[src/rtl/dmem_arbiter.sv]
// rtl/dmem_arbiter.sv - data RAM arbiter between the MEM stage and the key/message loader
module dmem_arbiter #(
   parameter int DATA_W   = 32,
   parameter int ADDR_W   = 32,
   parameter int WAIT_MAX = 4
) (
   input  logic              clk,
   input  logic              rst,
   input  logic              cpu_req,
   input  logic              cpu_we,
   input  logic [ADDR_W-1:0] cpu_addr,
   input  logic [DATA_W-1:0] cpu_wdata,
   output logic [DATA_W-1:0] cpu_rdata,
   output logic              cpu_rvalid,
   output logic              cpu_stall,
   input  logic              ld_req,
   input  logic              ld_we,
   input  logic              ld_lock,
   input  logic [ADDR_W-1:0] ld_addr,
   input  logic [DATA_W-1:0] ld_wdata,
   output logic              ld_gnt,
   output logic [DATA_W-1:0] ld_rdata,
   output logic              ld_rvalid,
   output logic              mem_en,
   output logic              mem_we,
   output logic [ADDR_W-1:0] mem_addr,
   output logic [DATA_W-1:0] mem_wdata,
   input  logic [DATA_W-1:0] mem_rdata
);

   typedef enum logic {S_NORM = 1'b0, S_LOCK = 1'b1} state_t;

   localparam logic [3:0] WAIT_MAX_C = 4'(WAIT_MAX);

   state_t      state_q, state_d;
   logic [3:0]  starve_cnt_q, starve_cnt_d;
   logic        cpu_rvalid_q, ld_rvalid_q;
   logic        gnt_cpu, gnt_ld, force_ld;

   // CPU wins in normal mode unless the loader has waited WAIT_MAX cycles
   always_comb begin
      force_ld = 1'b0;
      gnt_cpu  = 1'b0;
      gnt_ld   = 1'b0;
      if (state_q == S_NORM) begin
         force_ld = ld_req & (starve_cnt_q == WAIT_MAX_C);
         gnt_cpu  = cpu_req & ~force_ld;
         gnt_ld   = ld_req & ~gnt_cpu;
      end else begin
         gnt_ld   = ld_req;
      end
   end

   always_comb begin
      starve_cnt_d = starve_cnt_q;
      if (~ld_req | gnt_ld)
         starve_cnt_d = 4'd0;
      else if (starve_cnt_q < WAIT_MAX_C)
         starve_cnt_d = starve_cnt_q + 4'd1;

      state_d = state_q;
      case (state_q)
         S_NORM: if (gnt_ld & ld_lock) state_d = S_LOCK;
         S_LOCK: if (~ld_lock)         state_d = S_NORM;
         default:                      state_d = S_NORM;
      endcase
   end

   always_ff @(posedge clk) begin
      if (rst) begin
         state_q      <= S_NORM;
         starve_cnt_q <= 4'd0;
         cpu_rvalid_q <= 1'b0;
         ld_rvalid_q  <= 1'b0;
      end else begin
         state_q      <= state_d;
         starve_cnt_q <= starve_cnt_d;
         cpu_rvalid_q <= gnt_cpu & ~cpu_we;
         ld_rvalid_q  <= gnt_ld & ~ld_we;
      end
   end

   always_comb begin
      mem_we    = 1'b0;
      mem_addr  = '0;
      mem_wdata = '0;
      if (gnt_cpu) begin
         mem_we    = cpu_we;
         mem_addr  = cpu_addr;
         mem_wdata = cpu_wdata;
      end else if (gnt_ld) begin
         mem_we    = ld_we;
         mem_addr  = ld_addr;
         mem_wdata = ld_wdata;
      end
   end

   assign mem_en     = gnt_cpu | gnt_ld;
   assign ld_gnt     = gnt_ld;
   assign cpu_stall  = cpu_req & ~gnt_cpu;
   assign cpu_rvalid = cpu_rvalid_q;
   assign ld_rvalid  = ld_rvalid_q;
   assign cpu_rdata  = mem_rdata;
   assign ld_rdata   = mem_rdata;

endmodule

[config.mk]
export PLATFORM = sky130hd
export DESIGN_NAME = dmem_arbiter
export DESIGN_NICKNAME = d
export VERILOG_FILES = /design/src/rtl/dmem_arbiter.sv
export SDC_FILE = /design/constraint.sdc
export NUM_CORES = 1
export LEC_CHECK = 0
export CORE_AREA = 4 4 116 118
export DETAILED_ROUTE_END_ITERATION = 16
export DIE_AREA = 0 0 120 122
export PLACE_DENSITY = 0.6
export SLEW_MARGIN = 10
export SYNTH_ARGS = -nofsm -noshare
export SYNTH_HDL_FRONTEND = slang
export SYNTH_SLANG_ARGS = --single-unit
[constraint.sdc]
create_clock -name clk -period 1.78 [get_ports clk]
set_input_delay 0.356 -clock clk [delete_from_list [all_inputs] [get_ports clk]]
set_output_delay 0.356 -clock clk [all_outputs]
set_load 0.1 [all_outputs]
==> impl_metrics.csv, run 1 <==
group,metric,value,unit
logic_synthesis,synth-seq-cells,7,
run_status,violations,"setup timing",
power,cellLeakagePower,2.53,nW
floorplan,core,12500,sq um
logic_synthesis,synth_area_leader_cell,"mux2i_1",
sta,fmax,441,MHz
clocking,hold_buffers,0,
power,vdd.ir_drop.worst,0.000282,V
setup_path,critPathLaunchType,"flip-flop",
logic_synthesis,ys_seq_area_share,6.52,%
routing,drtPass1Iterations,4,
clocking,worstSkewPairLatency,230,ps
hold_path,hold_class,"flip-flop to flip-flop",
setup_path,path_class,"flip-flop to output port",
grt,busiest_layer,"met2",
sta,relSlewSlack,85.6,%
routing,drt_wl_total,10800,microns
floorplan,dieArea,14600,sq um
clocking,cts_buffers,3,
logic_synthesis,ys_warn_count,0,
floorplan,dieHeight,122,microns
setup_path,required,1420,ps
floorplan,row_count,41,
logic_synthesis,syn_nets,476,
routing,detail-route-antenna-nets,0,
placed_design,pre_cts_ws,-574,ps
sta,setup_violations,67,
logic_synthesis,synth_top_area_share,30.8,%
layout,fin_nets,654,
sta,skew,0.0844,ps
routing,wl_per_cell,16.5,microns
grt,antenna_found_initial,0,
floorplan,io_pins,301,
layout,area_growth,178,%
grt,gr-usage-met3,4.04,%
logic_synthesis,synth.cell_area,2150,sq um
routing,drt_iter0_markers,73,
setup_path,rrSetupSlack,270,ps
placed_design,hpwl,9800,microns
layout,final_common_cell,"clkdlybuf4s50_1",
grt,grt_start_max_net_pins,45,
grt,use_met1,13.5,%
routing,vias,2513,
sta,max_slew.worst_pin.slew,216,ps
setup_path,crit_path_end_kind,"output port",
setup_path,rr_startpoint,"starve_cnt_q[1]$_SDFFE_PP0N_",
grt,grtUsageMet2,28.8,%
routing,avgViaCountPerCell,3.83,
sta,rsz0062_at_grt,"true",
setup_path,reg2reg_to,"ld_rvalid$_SDFF_PP0_",
logic_synthesis,synth_area_leaders,"mux2i_1 31%, buf_4 23%, inv_1 12%",
clocking,h-tree-depth,1,
sta,period_share,127,%
clocking,cts_tree,"built",
grt,grt_usage,13.9,%
layout,nFillCells,1104,
sta,finalWorstPathRequiredPeriod,2270,ps
clocking,clk_pin_slew,40,ps
setup_path,critPathLaunch,"starve_cnt_q[1]$_SDFFE_PP0N_",
layout,drive_gt1_share,42.4,%
layout,final_cell_mix,"132 x clkdlybuf4s50_1, 81 x buf_12, 67 x inv_1",
layout,insertedDiodeCount,0,
setup_path,crit_arrival,1910,ps
power,power,3.23,mW
routing,post-route-drc-count,0,
grt,grt_pass1_vias,2791,
floorplan,fp.dieW,120,microns
logic_synthesis,synthCells,307,
power,power.density,541,nW/um^2
placed_design,io_buffers,204,
flow_run,drv_cap,0,
logic_synthesis,synth_area_per_cell,7.00,sq um
clocking,cts_num_sinks,7,
placed_design,gp_congestion,0.755,
clocking,clockRootBuffer,"clkbuf_16",
grt,grt_pass1_wl,16000,microns
setup_path,critPathCapture,"mem_addr[11]",
sta,hold_violations,0,
floorplan,initial_core_util,17.2,%
setup_path,cp_max_fo,11,
logic_synthesis,synth.distinct_cells,20,
grt,overflow,0,
sta,slew_viol_final,0,
setup_path,worst-r2r-cell-count,9,
run_status,outcome,"finished, violations left",
sta,fin_ws,-486,ps
clocking,cts.path.max_buffers,2,
hold_path,min_path_cells,1,
[cell families (layout without fill, tap and decap cells)]
logic type / after synthesis / after routing / share of synthesized area [%]
AOI/OAI and AO/OA: 5 / 5 / 1.57
xor gates and xnor gates: 1 / 1 / 0.408
adders and majority gates: 2 / 2 / 1.16
buffers and inverters: 149 / 326 / 43.4
DFF: 7 / 7 / 6.52
muxes: 66 / 66 / 30.8
and+or+nand+nor: 77 / 77 / 16.1
[critical path: stages, from the launching register on]
cell and delay (ps):
dfxtp_2 310, inv_2 60, ha_4 140, nand3b_4 90
o21ai_4 160, buf_4 140, buf_12 140, buf_12 160
mux2i_4 270, buf_12 200
[how the worst min path moves through the flow]
stage                           endpoint               start  slack (ps)
global route          state_q$_SDFF_PP0_  state_q$_SDFF_PP0_         490
detailed placement    state_q$_SDFF_PP0_  state_q$_SDFF_PP0_         480
finish                state_q$_SDFF_PP0_  state_q$_SDFF_PP0_         480
global placement      state_q$_SDFF_PP0_  state_q$_SDFF_PP0_         480
CTS                   state_q$_SDFF_PP0_  state_q$_SDFF_PP0_         490
floorplan           ld_rvalid$_SDFF_PP0_               ld_we         430
[cells in the mapped netlist]
master / n
o21ai_2: 1
nor3b_2: 1
ha_1: 2
nor2_1: 1
xnor2_1: 1
and2_1: 1
and2b_1: 1
clkbuf_1: 6
nand3b_4: 1
o211a_1: 1
mux2i_1: 66
dfxtp_1: 7
buf_4: 65
nor3_2: 4
nand2_1: 67
inv_2: 1
inv_1: 69
nor3_1: 1
buf_12: 8
a21oi_1: 3
[area by class of cell]
cell class	count	area (sq um)	share of cell area (%)
inverter	70	263	4.41
timing repair buffer	252	3330	55.9
tap	172	215	3.61
clock buffer	4	78.8	1.32
sequential	7	144	2.41
multi-input combinational	151	1930	32.4
[through the flow]
stage	utilization (%)	std cells	setup TNS [ps]	cell area (sq um)	hold WS, ps
2_1_floorplan	-	307	-28410	3040	426
3_3_place_gp	45.5	641	-32520	5670	478
3_5_place_dp	45.5	641	-32910	5670	482
4_1_cts	47.7	655	-29710	5950	490
5_1_grt	47.8	656	-34320	5960	493
6_report	47.8	656	-28900	5960	479
[state kept, by name, summed over array words and instances, names as in the netlist]
register and cells:
cpu_rvalid 1, starve_cnt_q 4, ld_rvalid 1, state_q 1
[power by group]
group / internal, mW / switching [mW] / total (mW) / leakage, nW
Clock: 0.298 / 0.0872 / 0.385 / 0.0382
Combinational: 1.19 / 1.49 / 2.68 / 2.43
Sequential: 0.162 / 0.00240 / 0.164 / 0.0582
[timing repair]
action,4_1_cts,5_1_grt
gates cloned,2,0
endpoints found under the hold margin,0,0
endpoints found under the setup margin,68,68
resized for setup,16,5
setup buffers,8,1
pin swaps,1,1
[routing by layer]
metal | part of all wire (%) | up-vias
li1 | - | 1211
met1 | 31 | 1125
met2 | 58 | 165
met3 | 9.7 | 12
met4 | 1.3 | 0
met5 | 0 | -
Note: power is estimated with default switching activity, not from simulation.
==> inputs of run 2 (changes only) <==
--- a/config.mk
+++ b/config.mk
@@ -5,10 +5,12 @@
 export SDC_FILE = /design/constraint.sdc
 export NUM_CORES = 1
 export LEC_CHECK = 0
-export CORE_AREA = 4 4 116 118
+export ABC_AREA = 1
+export CORE_AREA = 4 4 115 117
 export DETAILED_ROUTE_END_ITERATION = 16
-export DIE_AREA = 0 0 120 122
-export PLACE_DENSITY = 0.6
+export DIE_AREA = 0 0 119 121
+export GPL_TIMING_DRIVEN = 0
+export PLACE_DENSITY = 0.58
 export SLEW_MARGIN = 10
 export SYNTH_ARGS = -nofsm -noshare
 export SYNTH_HDL_FRONTEND = slang
==> impl_metrics.csv, run 2 <==
group,metric,value,unit
logic_synthesis,synth.cell_area,1760,sq um
layout,final_common_cell,"clkdlybuf4s50_1",
routing,wl_per_cell,16.1,microns
floorplan,row_count,41,
floorplan,core,12400,sq um
clocking,cts_num_sinks,7,
logic_synthesis,synth_area_per_cell,5.45,sq um
logic_synthesis,synth_most_common_cell,"nand2_1",
hold_path,min_from,"state_q$_SDFF_PP0_",
layout,top_register,"starve_cnt_q",
logic_synthesis,synth_top_area_share,29.4,%
power,cellLeakagePower,3.01,nW
setup_path,crit_arrival,1730,ps
logic_synthesis,ys_seq_area_share,7.97,%
logic_synthesis,ys_warn_count,0,
clocking,cts_tree,"built",
grt,antenna_found_initial,0,
logic_synthesis,synth_edf_count,0,
placed_design,pre_cts_ws,-1600,ps
layout,final_cell_mix,"132 x clkdlybuf4s50_1, 77 x buf_12, 74 x buf_4",
layout,insertedDiodeCount,0,
flow_run,drv_cap,0,
setup_path,crit_path_top_delay_cell,"dfxtp_2",
setup_path,cpPeakStageDelay,310,ps
setup_path,crit_path_end_kind,"output port",
clocking,clockRootBuffer,"clkbuf_16",
clocking,cts_buffers,3,
setup_path,worst-r2r-cell-count,7,
clocking,clk_pin_slew,40,ps
grt,grt_pass1_vias,3388,
clocking,cts.path.max_buffers,2,
logic_synthesis,synth.distinct_cells,20,
setup_path,required,1420,ps
placed_design,dpl-instance-area,5080,sq um
setup_path,rr_startpoint,"starve_cnt_q[1]$_SDFFE_PP0N_",
power,power.density,575,nW/um^2
sta,skew,1.14,ps
hold_path,min_path_cells,2,
layout,drive_gt1_share,55.8,%
layout,fin_area,6720,sq um
logic_synthesis,synthFlopType,"dfxtp_1",
sta,hold_violations,0,
sta,fin_ws,-304,ps
sta,finalWorstPathRequiredPeriod,2080,ps
sta,slew_viol_final,0,
setup_path,cp_common_cell,"clkbuf_16",
floorplan,initial_core_util,14.2,%
placed_design,io_buffers,267,
placed_design,gp_congestion,0.751,
grt,overflow,0,
setup_path,path_cells,"inv_2 > ha_4 > nand4_4 > nand2_8 > clkbuf_16 > clkbuf_16 > nand3_2 > nand2_4 > buf_12",
routing,drt_wl_total,12600,microns
floorplan,fp.dieW,119,microns
clocking,worstSkewPairLatency,230,ps
floorplan,dieArea,14400,sq um
grt,grt_usage,15.3,%
layout,fin_nets,781,
clocking,hold_buffers,0,
logic_synthesis,synth-seq-cells,7,
sta,tns,-16850,ps
setup_path,critPathLaunchType,"flip-flop",
sta,period_share,117,%
logic_synthesis,synth_area_leaders,"buf_4 29%, nand2_1 29%, nand3_1 18%",
logic_synthesis,syn_nets,492,
setup_path,rrSetupSlack,560,ps
layout,utilization,54.4,%
setup_path,path_class,"flip-flop to output port",
routing,drtPass1Iterations,4,
placed_design,hpwl,9720,microns
layout,largest_register_ffs,4,
run_status,violations,"setup timing",
clocking,h-tree-depth,1,
run_status,outcome,"finished, violations left",
hold_path,hold_class,"flip-flop to flip-flop",
hold_path,hold_end,"state_q$_SDFF_PP0_",
grt,grt_start_max_net_pins,11,
routing,drt_iter0_markers,105,
grt,grt_pass1_wl,17800,microns
logic_synthesis,synth_common_cells,"134 x nand2_1, 69 x buf_4, 65 x nand3_1, 11 x nor2_1",
setup_path,cp_max_fo,6,
power,vdd.ir_drop.worst,0.000301,V
floorplan,dieHeight,121,microns
routing,detail-route-antenna-nets,0,
sta,max_slew.worst_pin.slew,1000,ps
layout,nFillCells,1094,
sta,fmax,480,MHz
sta,rsz0062_at_grt,"true",
routing,avgViaCountPerCell,4.08,
sta,setup_violations,68,
routing,post-route-drc-count,0,
setup_path,reg2reg_to,"ld_rvalid$_SDFF_PP0_",
floorplan,io_pins,301,
sta,relSlewSlack,33.5,%
layout,area_growth,282,%
routing,vias,3193,
logic_synthesis,synthCells,323,
logic_synthesis,synth_area_leader_cell,"buf_4",
logic_synthesis,async_flop_share,0,%
==> run 2: report_power, final <==
group          internal, mW  switching [mW]  total [mW]
combinational          1.19            2.12        3.31
clock                 0.298          0.0886       0.387
sequential            0.162         0.00194       0.164
total                  1.65            2.21        3.86
==> run 2: cells by family (layout without fill, tap and decap cells) <==
family	Yosys count	in the layout	synth area share (%)
buffers and inverters	94	382	37.3
DFF	7	7	7.97
AOI/OAI and AO/OA	3	3	0.853
xor gates and xnor gates	1	1	0.498
adders and majority gates	2	2	1.42
and+or+nand+nor	216	216	51.9
==> run 2: worst max path at each step <==
stage	to	cells past startpoint	startpoint
final	mem_addr[12]	9	starve_cnt_q[1]$_SDFFE_PP0N_
after detailed placement	mem_addr[16]	10	cpu_req
after CTS	mem_wdata[11]	9	starve_cnt_q[0]$_SDFFE_PP0N_
after global placement	mem_addr[16]	10	cpu_req
after floorplan	mem_addr[26]	8	starve_cnt_q[1]$_SDFFE_PP0N_
after global routing	mem_addr[12]	9	starve_cnt_q[1]$_SDFFE_PP0N_
==> run 2: cell type report <==
| cell class | instances | area [sq um] | area share (%) |
|---|---|---|---|
| timing repair buffer | 285 | 3540 | 52.7 |
| multi-input combinational | 222 | 1960 | 29.1 |
| buffer | 85 | 751 | 11.2 |
| tap | 172 | 215 | 3.20 |
| sequential | 7 | 143 | 2.12 |
| clock buffer | 4 | 78.8 | 1.17 |
| inverter | 8 | 38.8 | 0.577 |
==> run 2: timing repair <==
action / in CTS / in global routing
setup buffers: 7 / 3
cloned: 3 / 5
resized for setup: 756 / 91
endpoints found under the setup margin: 134 / 68
pin swaps: 15 / 37
==> run 2: metrics by stage <==
stage / cells / hold WS [ps] / total power, mW
6_report: 783 / 534 / 3.86
3_3_place_gp: 762 / 474 / 2.91
2_1_floorplan: 323 / 428 / 2.17
4_1_cts: 776 / 521 / 3.73
3_5_place_dp: 762 / 489 / 2.93
5_1_grt: 783 / 568 / 3.98
==> run 2: per-layer routing <==
| layer | GRT usage (%) | vias to the layer above | share of wire [%] |
|---|---|---|---|
| met5 | 0 | - | 0 |
| met3 | 4.99 | 5 | 9.2 |
| li1 | - | 1534 | - |
| met2 | 30.3 | 186 | 56 |
| met4 | 1.96 | 0 | 0.48 |
| met1 | 16.0 | 1468 | 35 |
==> run 2: worst max-delay path, delay by kind of cell (launching register included) <==
| family | cells | cell delay (ps) |
|---|---|---|
| adder cells (fa/ha/maj) | 1 | 150 |
| buffers and inverters | 4 | 570 |
| flip-flops | 1 | 310 |
| AND/OR/NAND/NOR | 4 | 450 |
